**src/rtl/pulse_event_arbiter.sv**
```systemverilog
// pulse_event_arbiter
// Latches single-cycle event pulses from several sources as pending requests
// and offers them one at a time, round-robin, to a single consumer over a
// valid/ready handshake. A pulse that hits an already-pending source (and is
// not being accepted in that same cycle) is dropped and counted in a
// saturating counter. Every output comes straight from a register.
module pulse_event_arbiter #(
    parameter  int N_REQ = 4,
    parameter  int CNT_W = 8,
    localparam int ID_W  = $clog2(N_REQ)
) (
    input  logic             clk,
    input  logic             rst,
    input  logic [N_REQ-1:0] req_pulse,
    output logic             ev_valid,
    output logic [ID_W-1:0]  ev_id,
    input  logic             ev_ready,
    input  logic             drop_clr,
    output logic [CNT_W-1:0] drop_cnt,
    output logic             busy
);

    typedef enum logic {
        IDLE  = 1'b0,
        OFFER = 1'b1
    } state_t;

    localparam int POP_W = $clog2(N_REQ + 1);
    localparam int SUM_W = CNT_W + POP_W;
    localparam logic [SUM_W-1:0] CNT_MAX = (SUM_W'(1) << CNT_W) - SUM_W'(1);

    state_t             state_reg;
    logic [N_REQ-1:0]   pending_reg;
    logic               ev_valid_reg;
    logic [ID_W-1:0]    ev_id_reg;
    logic [ID_W-1:0]    last_grant_reg;
    logic [CNT_W-1:0]   drop_cnt_reg;
    logic               busy_reg;

    logic               accept;
    logic [N_REQ-1:0]   accept_vec;
    logic [N_REQ-1:0]   drop_vec;
    logic [N_REQ-1:0]   pending_next;
    logic               ev_valid_next;
    logic [ID_W-1:0]    cand_idx [N_REQ];
    logic [ID_W-1:0]    winner_id;
    logic               winner_found;
    logic [POP_W-1:0]   drop_pop;
    logic [SUM_W-1:0]   drop_sum;
    logic [CNT_W-1:0]   drop_cnt_next;

    assign accept = ev_valid_reg && ev_ready;

    // Per-source bookkeeping: accept decode, drop detection, next pending
    // value, and the round-robin search order starting after last_grant.
    // A pulse coinciding with its own accept re-arms the bit instead of
    // being dropped.
    for (genvar gi = 0; gi < N_REQ; gi++) begin : g_req
        assign accept_vec[gi]   = accept && (ev_id_reg == ID_W'(gi));
        assign drop_vec[gi]     = req_pulse[gi] && pending_reg[gi] && !accept_vec[gi];
        assign pending_next[gi] = (pending_reg[gi] && !accept_vec[gi]) || req_pulse[gi];
        assign cand_idx[gi]     = ID_W'((int'(last_grant_reg) + gi + 1) % N_REQ);
    end

    // Round-robin pick: first registered pending bit in search order wins.
    always_comb begin
        winner_id    = cand_idx[0];
        winner_found = 1'b0;
        for (int k = 0; k < N_REQ; k++) begin
            if (!winner_found && pending_reg[cand_idx[k]]) begin
                winner_id    = cand_idx[k];
                winner_found = 1'b1;
            end
        end
    end

    // Next value of ev_valid, needed ahead of the edge to register busy.
    always_comb begin
        ev_valid_next = ev_valid_reg;
        if (state_reg == IDLE) begin
            ev_valid_next = |pending_reg;
        end else begin
            ev_valid_next = !ev_ready;
        end
    end

    // Saturating drop counter update; a clear overrides drops in the same cycle.
    always_comb begin
        drop_pop = '0;
        for (int k = 0; k < N_REQ; k++) begin
            drop_pop = drop_pop + POP_W'(drop_vec[k]);
        end
        drop_sum = SUM_W'(drop_cnt_reg) + SUM_W'(drop_pop);
        if (drop_clr) begin
            drop_cnt_next = '0;
        end else if (drop_sum > CNT_MAX) begin
            drop_cnt_next = '1;
        end else begin
            drop_cnt_next = drop_sum[CNT_W-1:0];
        end
    end

    // Offer state machine plus pending, counter and busy registers.
    always_ff @(posedge clk) begin
        if (rst) begin
            state_reg      <= IDLE;
            pending_reg    <= '0;
            ev_valid_reg   <= 1'b0;
            ev_id_reg      <= '0;
            last_grant_reg <= ID_W'(N_REQ - 1);
            drop_cnt_reg   <= '0;
            busy_reg       <= 1'b0;
        end else begin
            pending_reg  <= pending_next;
            drop_cnt_reg <= drop_cnt_next;
            busy_reg     <= (|pending_next) || ev_valid_next;
            case (state_reg)
                IDLE: begin
                    if (|pending_reg) begin
                        ev_id_reg    <= winner_id;
                        ev_valid_reg <= 1'b1;
                        state_reg    <= OFFER;
                    end
                end
                OFFER: begin
                    if (ev_ready) begin
                        last_grant_reg <= ev_id_reg;
                        ev_valid_reg   <= 1'b0;
                        state_reg      <= IDLE;
                    end
                end
                default: begin
                    ev_valid_reg <= 1'b0;
                    state_reg    <= IDLE;
                end
            endcase
        end
    end

    assign ev_valid = ev_valid_reg;
    assign ev_id    = ev_id_reg;
    assign drop_cnt = drop_cnt_reg;
    assign busy     = busy_reg;

endmodule

```
**config.mk**
```make
export PLATFORM = sky130hd
export DESIGN_NAME = pulse_event_arbiter
export DESIGN_NICKNAME = d
export VERILOG_FILES = /design/src/rtl/pulse_event_arbiter.sv
export SDC_FILE = /design/constraint.sdc
export NUM_CORES = 1
export LEC_CHECK = 0
export BUFFER_PORTS_ARGS = -buffer_cell sky130_fd_sc_hd__buf_2
export CAP_MARGIN = 20
export CELL_PAD_IN_SITES_DETAIL_PLACEMENT = 0
export CELL_PAD_IN_SITES_GLOBAL_PLACEMENT = 1
export CORE_MARGIN = 2
export CORE_UTILIZATION = 39
export CTS_CLUSTER_DIAMETER = 200
export DETAILED_ROUTE_END_ITERATION = 8
export GPL_TIMING_DRIVEN = 0
export HOLD_SLACK_MARGIN = 0.06
export PLACE_DENSITY_LB_ADDON = 0.1
export SYNTH_ARGS = -nofsm -noshare
export SYNTH_HDL_FRONTEND = slang
export SYNTH_SLANG_ARGS = --single-unit
```
**constraint.sdc**
```tcl
create_clock -name clk -period 3.7 [get_ports clk]
set_input_delay 0.74 -clock clk [delete_from_list [all_inputs] [get_ports clk]]
set_output_delay 0.74 -clock clk [all_outputs]
set_load 0.05 [all_outputs]
```
==> results of run 1 <==
## layout by cell type (no fill, tap or decap), types with 2 or more instances in the layout
cell type / instances
buf_2: 20
nand2b_1: 2
clkbuf_4: 3
o221ai_1: 2
nor2b_1: 3
o21ai_0: 3
dfxtp_1: 19
fa_1: 3
nand2_1: 6
a311oi_1: 2
a21oi_1: 12
nand3_1: 2
nor3_1: 2
inv_1: 8
a211o_1: 2
o22ai_1: 2
and3_1: 4
xnor2_1: 3
nor2_1: 13
## cell type report
cell class	count	area, um^2	area share
timing repair buffer	19	95.1	0.0860
tap	28	35.0	0.0317
buffer	3	12.5	0.0113
sequential	19	380	0.344
inverter	9	33.8	0.0305
clock buffer	3	22.5	0.0204
clock inverter	1	5.00	0.00452
multi-input combinational	78	522	0.472
## worst paths after layout
check	startpoint	end	slack, ns	cells past startpoint
max	ev_ready	drop_cnt[1]	0.62	12
max reg2reg	ev_id[1]	drop_cnt[1]	0.74	11
min reg2reg	state_reg	state_reg	0.53	2
min	state_reg	state_reg	0.53	2
## layer usage
layer | vias to the layer above | global-route usage | share of wire
li1 | 433 | - | -
met1 | 370 | 0.193 | 0.48
met2 | 21 | 0.265 | 0.46
met3 | 4 | 0.0367 | 0.050
met4 | 0 | 0.0641 | 0.012
met5 | - | 0 | 0
## stage by stage
| step | hold slack, ns | util | power (mW) |
|---|---|---|---|
| floorplan | 0.464 | - | 0.305 |
| global placement | 0.508 | 0.478 | 0.329 |
| detailed placement | 0.510 | 0.478 | 0.331 |
| CTS | 0.527 | 0.491 | 0.435 |
| global route | 0.565 | 0.491 | 0.457 |
| finish | 0.530 | 0.491 | 0.429 |
## cells by family after synthesis
family	after synthesis
AO/OA/AOI/OAI	30
XOR/XNOR	4
AND/OR/NAND/NOR	40
adder cells (fa/ha/maj)	4
flip-flops	19
buffers and inverters	12
## power by group through the flow
stage / combinational (mW) / clock, mW / sequential (mW)
6_report: 0.0922 / 0.104 / 0.234
5_1_grt: 0.102 / 0.119 / 0.236
4_1_cts: 0.0932 / 0.109 / 0.233
3_5_place_dp: 0.0929 / 0 / 0.238
3_3_place_gp: 0.0921 / 0 / 0.237
2_1_floorplan: 0.0480 / 0 / 0.257
## critical path, delay by kind of cell
family,cells,cell delay (ns)
adders and majority gates,3,1.11
AOI/OAI and AO/OA,2,0.47
and+or+nand+nor,5,0.78
buffers and inverters,2,0.22
==> impl_results.md, run 1 <==
* Pint at around 0.29 mW
* Synth area leader: dfxtp_1
* Final setup violation count at 0
* Mux contribution to synthesized area at 0
* Area growth syn-to-layout at 16.6%
* Post-synth EDFFs at 0
* Syn Area/Cell at 8.70 um^2
* Outcome: finished clean
* Synth Area in Simple Gates at 0.227
* IO Port Bufs at 19
* CP Cell Sequence: buf_2 > nand2_1 > o31a_2 > nand2_1 > fa_1 > fa_1 > inv_1 > fa_1 > and3_1 > and3_1 > nand3_2 > a21oi_1
* Comb power frac at 0.215
* Setup WS pre-CTS at 0.305 ns
* Slowest cell on the critical path: fa_1
* TritonCTS clock tree: yes
* CORE AREA at 0.00225 mm^2
* Layout cells sized above 1 at 0.220
* Register bit count reported by yosys at 19
* Sequential area share after synthesis at 0.401
* Setup crit end kind: flop
* ANT nets after route at 0
* Distinct cells, synth at 38
* Hpwl dp at ~1600 um
* Die width at between 50 and 60 um
* Net Switching at about 0.14 mW
* CTS clk-pin slew, worst paths at approximately 0.11 ns
* Worst-margin pin slew at approximately 0.43 ns
* Num Clock Sinks at 19
* Initial antenna violation count at 0
* VDD IR-drop max at just over 0.0002 V
* Placed cell area at around 0.0011 mm^2
* Largest family of logic cells by synthesized area: simple AND/OR/NAND/NOR gates
* Post-synthesis compound-gate area fraction at 0.210
* Final Slew Violations at 0
* N_diodes at 0
* Max-cap violation count at 0
* Clk pwr share at 0.241
* Pre-antenna DRT Iters at 4
* Leakage power at between 0.4 and 0.5 nW
* Vias in the first global route at 695
* # DRC at 0
* Top cell type's share of synthesized area at 0.401
* Max Freq at around 320 MHz
* Post-CTS Setup Bufs at 0
* Prevailing post-synth register cell: dfxtp_1
* Hold_buf cts at 0
* Setup slack after layout at 0.621 ns
* Nets at around 150
* Ranking of synthesized cells by area: dfxtp_1 (40%), a21oi_1 (6.3%), fa_1 (6.3%)
* Post-synthesis cell count at 109
* CP Class: input pin to flop
* Most used cell, CP: fa_1
* Post-synthesis xor/xnor area fraction at 0.0369
* Sequential share of power at 0.544
* Root Buffer: clkbuf_4
* CP Launch Type: input pin
* CP arrival at roughly 3.3 ns
* Most frequent cell after synthesis: dfxtp_1
* H-tree levels at 1
* Filler cells at ~240
* Hold WC Path Type: flop to flop
* Max reg flops at 8
* Total routed wirelength at between 2000 and 2500 um
* Most frequent cells after synthesis: dfxtp_1 (19), nor2_1 (13), a21oi_1 (12)
* RSZ-0062 raised after global routing: no
* Rows at 17
* Drt initial violations at 17
* DR vias/cell at 5.18
* Starting Density at 0.421
* Largest net degree at the start of global routing at 12
* Worst endpoint required time at 3.93 ns
* I/O pins at 20
* Dpl cells at 156
* Via count at 828
* WL/cell at ~13 um
* Relative slew margins at 0.716
* Chip height at around 53 um
* Synth Warn # at 0
* First-pass GRT wire length at 3210 um
* CP Max Fanout at 6
* Minimum clock period at 3.08 ns
* Total GRT Usage at 0.158
* Syn nets at ~120
* Asr flop ratio synth at 0
* TritonCTS Buffers at 3
* Mapped Area at around 950 um^2
* Clock Skew at between 0.0015 and 0.002 ns
* Fin crit share at 0.832
* Synth Area in Adders at 0.0765
* Design area at roughly 0.0011 mm^2
* Setup TNS Final at 0 ns
* CP peak stage delay at around 0.44 ns
* Maximum clock insertion buffer count at 2
* P per Cell Area at 388 mW/mm^2
* Sw Share at 0.325
* Non-Filler Instances at between 150 and 200
* Routability cong. at 0.739
* Full die area at ~0.0028 mm^2
* Clk Latency, worst-skew pair at 0.29 ns
* Post_cts resized at 0
* Final hold vios at 0
* Total congestion overflow at 0
(Power assumes the default switching activity.)
==> inputs of run 2 (changes only) <==
Clock period 3.7 ns to 3.1 ns, I/O delays scaled along.
==> run 2 against run 1 <==
  * Via count fell by 0.48%
  * Combinational power increased by 19%
  * Die area did not move
  * Cell area grew 0.23%
  * Sequential share of layout area grew 0.15 points
  * Clock skew about the same
==> impl_results.md, run 2 (synthesis results as in run 1) <==
* Outcome: finished clean
* Fin crit share at 0.952
* Full die area at 0.00284 mm^2 (unchanged)
* Die width at 53.3 um (unchanged)
* Setup TNS Final at 0 ns (unchanged)
* Hold WC Path Type: flop to flop
* CP Launch Type: input pin
* Setup crit end kind: flop
* Worst reg2reg endpoint: drop_cnt[1]
* R2r startpoint: ev_id[1]
* Top cell family by delay on the critical path: adder cells
* Total congestion overflow at 0 (unchanged)
* Final setup violation count at 0 (unchanged)
* WL/cell at 12.6 um (-0.20%)
* Met1 capacity usage during global routing at 0.193 (unchanged)
* Routability cong. at 0.739 (unchanged)
* First-pass GRT wire length at 3210 um (unchanged)
* Vias in the first global route at 695 (unchanged)
* P per Cell Area at 463 mW/mm^2 (+19%)
* Setup WS pre-CTS at -0.175 ns (-0.480 ns)
* CP peak stage delay at 0.44 ns (about the same)
* DR vias/cell at 5.15 (-0.48%)
* Min-Delay Startpoint: ev_id[1]
* CORE AREA at 0.00225 mm^2 (unchanged)
* Final Slew Violations at 0 (unchanged)
* Total routed wirelength at 2020 um (-0.20%)
* # DRC at 0 (unchanged)
* CTS clk-pin slew, worst paths at 0.11 ns (about the same)
* Nets at 145 (unchanged)
* Drt initial violations at 15 (-2)
* CP arrival at 3.19 ns (-0.12 ns)
* Initial antenna violation count at 0 (unchanged)
* TritonCTS Buffers at 3 (unchanged)
* CP Max Fanout at 6 (unchanged)
* Root Buffer: clkbuf_4
* Worst endpoint required time at 3.33 ns (-0.60 ns)
* Worst-margin pin slew at 0.427 ns (+0.00166 ns)
* TritonCTS clock tree: yes
* Num Clock Sinks at 19 (unchanged)
* Max-cap violation count at 0 (unchanged)
* Power Total at 0.513 mW (+20%)
* Starting Density at 0.421 (unchanged)
* Post-CTS Setup Bufs at 0 (unchanged)
* Max reg flops at 8 (unchanged)
* R2R Setup Slk at 0.19 ns (-0.55 ns)
* N_diodes at 0 (unchanged)
* H-tree levels at 1 (unchanged)
* Clk Latency, worst-skew pair at 0.29 ns (about the same)
* Worst Hold Path EP: ev_id[1]
* Layout cells sized above 1 at 0.235 (+0.0152)
* Max Freq at about 340 MHz
* Final hold vios at 0 (unchanged)
* Worst Reg2Reg Path Length in Cells at 11 (unchanged)
* Relative slew margins at 0.715 (-0.00111)
* Minimum clock period at 2.95 ns
* Hold_buf cts at 0 (unchanged)
* WP buf/inv at 2 (unchanged)
* Hpwl dp at 1560 um (unchanged)
* CP Launch Point: ev_ready
* VDD IR-drop max at 0.000243 V (+19%)
* Clock Skew at 0.00174 ns (+0.0000978 ns)
* Largest net degree at the start of global routing at 12 (unchanged)
* IO Port Bufs at 19 (unchanged)
* Most used cell, CP: fa_1
* Via count at 824 (-0.48%)
* I/O pins at 20 (unchanged)
* Maximum clock insertion buffer count at 2 (unchanged)
* Layer with the highest usage: met2
* Pre-antenna DRT Iters at 4 (unchanged)
* Chip height at 53.3 um (unchanged)
* Leakage power at 0.494 nW (+0.12%)
* Most frequent cells in the layout: buf_2 (20), dfxtp_1 (17), nor2_1 (13)
* Most common library cell in the layout ignoring fill and taps: buf_2
* Rows at 17 (unchanged)
* Total GRT Usage at 0.158 (unchanged)
* Post_cts resized at 0 (unchanged)
* Slowest cell on the critical path: fa_1
* Core Util, Final at 0.492 (+0.00111)
* RSZ-0062 raised after global routing: no
* Design area at 0.00111 mm^2 (+0.23%)
* GRT met2 Usage at 0.265 (unchanged)
* Placed cell area at 0.00108 mm^2 (unchanged)
* Setup slack after layout at 0.148 ns (-0.473 ns)
* Area growth syn-to-layout at 16.9%
* CP Class: input pin to flop
* CP Cell Sequence: buf_2 > nand2_1 > o31a_2 > nand2_1 > fa_1 > fa_1 > inv_1 > fa_1 > and3_1 > and3_1 > nand3_2 > a21oi_1
* ANT nets after route at 0 (unchanged)
* Min-Delay Path Depth at 2 (unchanged)
* Met3 GRT Util at 0.0367 (unchanged)
-- run 2: cell counts in the layout (fill, tap and decap cells not counted) --
Identical to the previous run, type by type.
-- run 2: power by group --
part	total, mW	switching (mW)	internal (mW)
registers	0.279	0.0194	0.260
logic	0.110	0.0715	0.0387
clock network	0.124	0.0756	0.0480
-- run 2: worst max path at each step --
stage	endpoint	slack (ns)	depth (start not counted)
6_report	drop_cnt[1]	0.15	12
2_1_floorplan	drop_cnt[0]	0.03	11
4_1_cts	drop_cnt[1]	0.11	11
5_1_grt	drop_cnt[0]	0.009	12
3_5_place_dp	drop_cnt[1]	-0.17	12
3_3_place_gp	drop_cnt[0]	-0.14	12
-- run 2: per-layer routing --
layer	vias to the layer above	wire length, um
met3	4	95
met5	-	0
met1	367	971
met2	19	922
li1	434	-
met4	0	25
-- run 2: stage by stage --
stage,hold WS (ns),cells
CTS,0.527,160
detailed placement,0.510,156
global route,0.552,160
finish,0.518,160
global placement,0.508,156
floorplan,0.464,109
-- run 2: area by class of cell --
class	count	area, um^2
fill	244	1150
multi-input combinational	78	522
sequential	19	383
timing repair buffer	19	95.1
tap	28	35.0
inverter	9	33.8
clock buffer	3	22.5
buffer	3	12.5
clock inverter	1	5.00
-- run 2: worst register-to-register path, cell delays in order, from the launching register on --
cell	delay (ns)
dfxtp_2	0.38
inv_2	0.05
o31a_2	0.34
nand2_1	0.10
fa_1	0.44
fa_1	0.43
inv_1	0.10
fa_1	0.24
and3_1	0.20
and3_1	0.23
nand3_2	0.17
a21oi_1	0.17
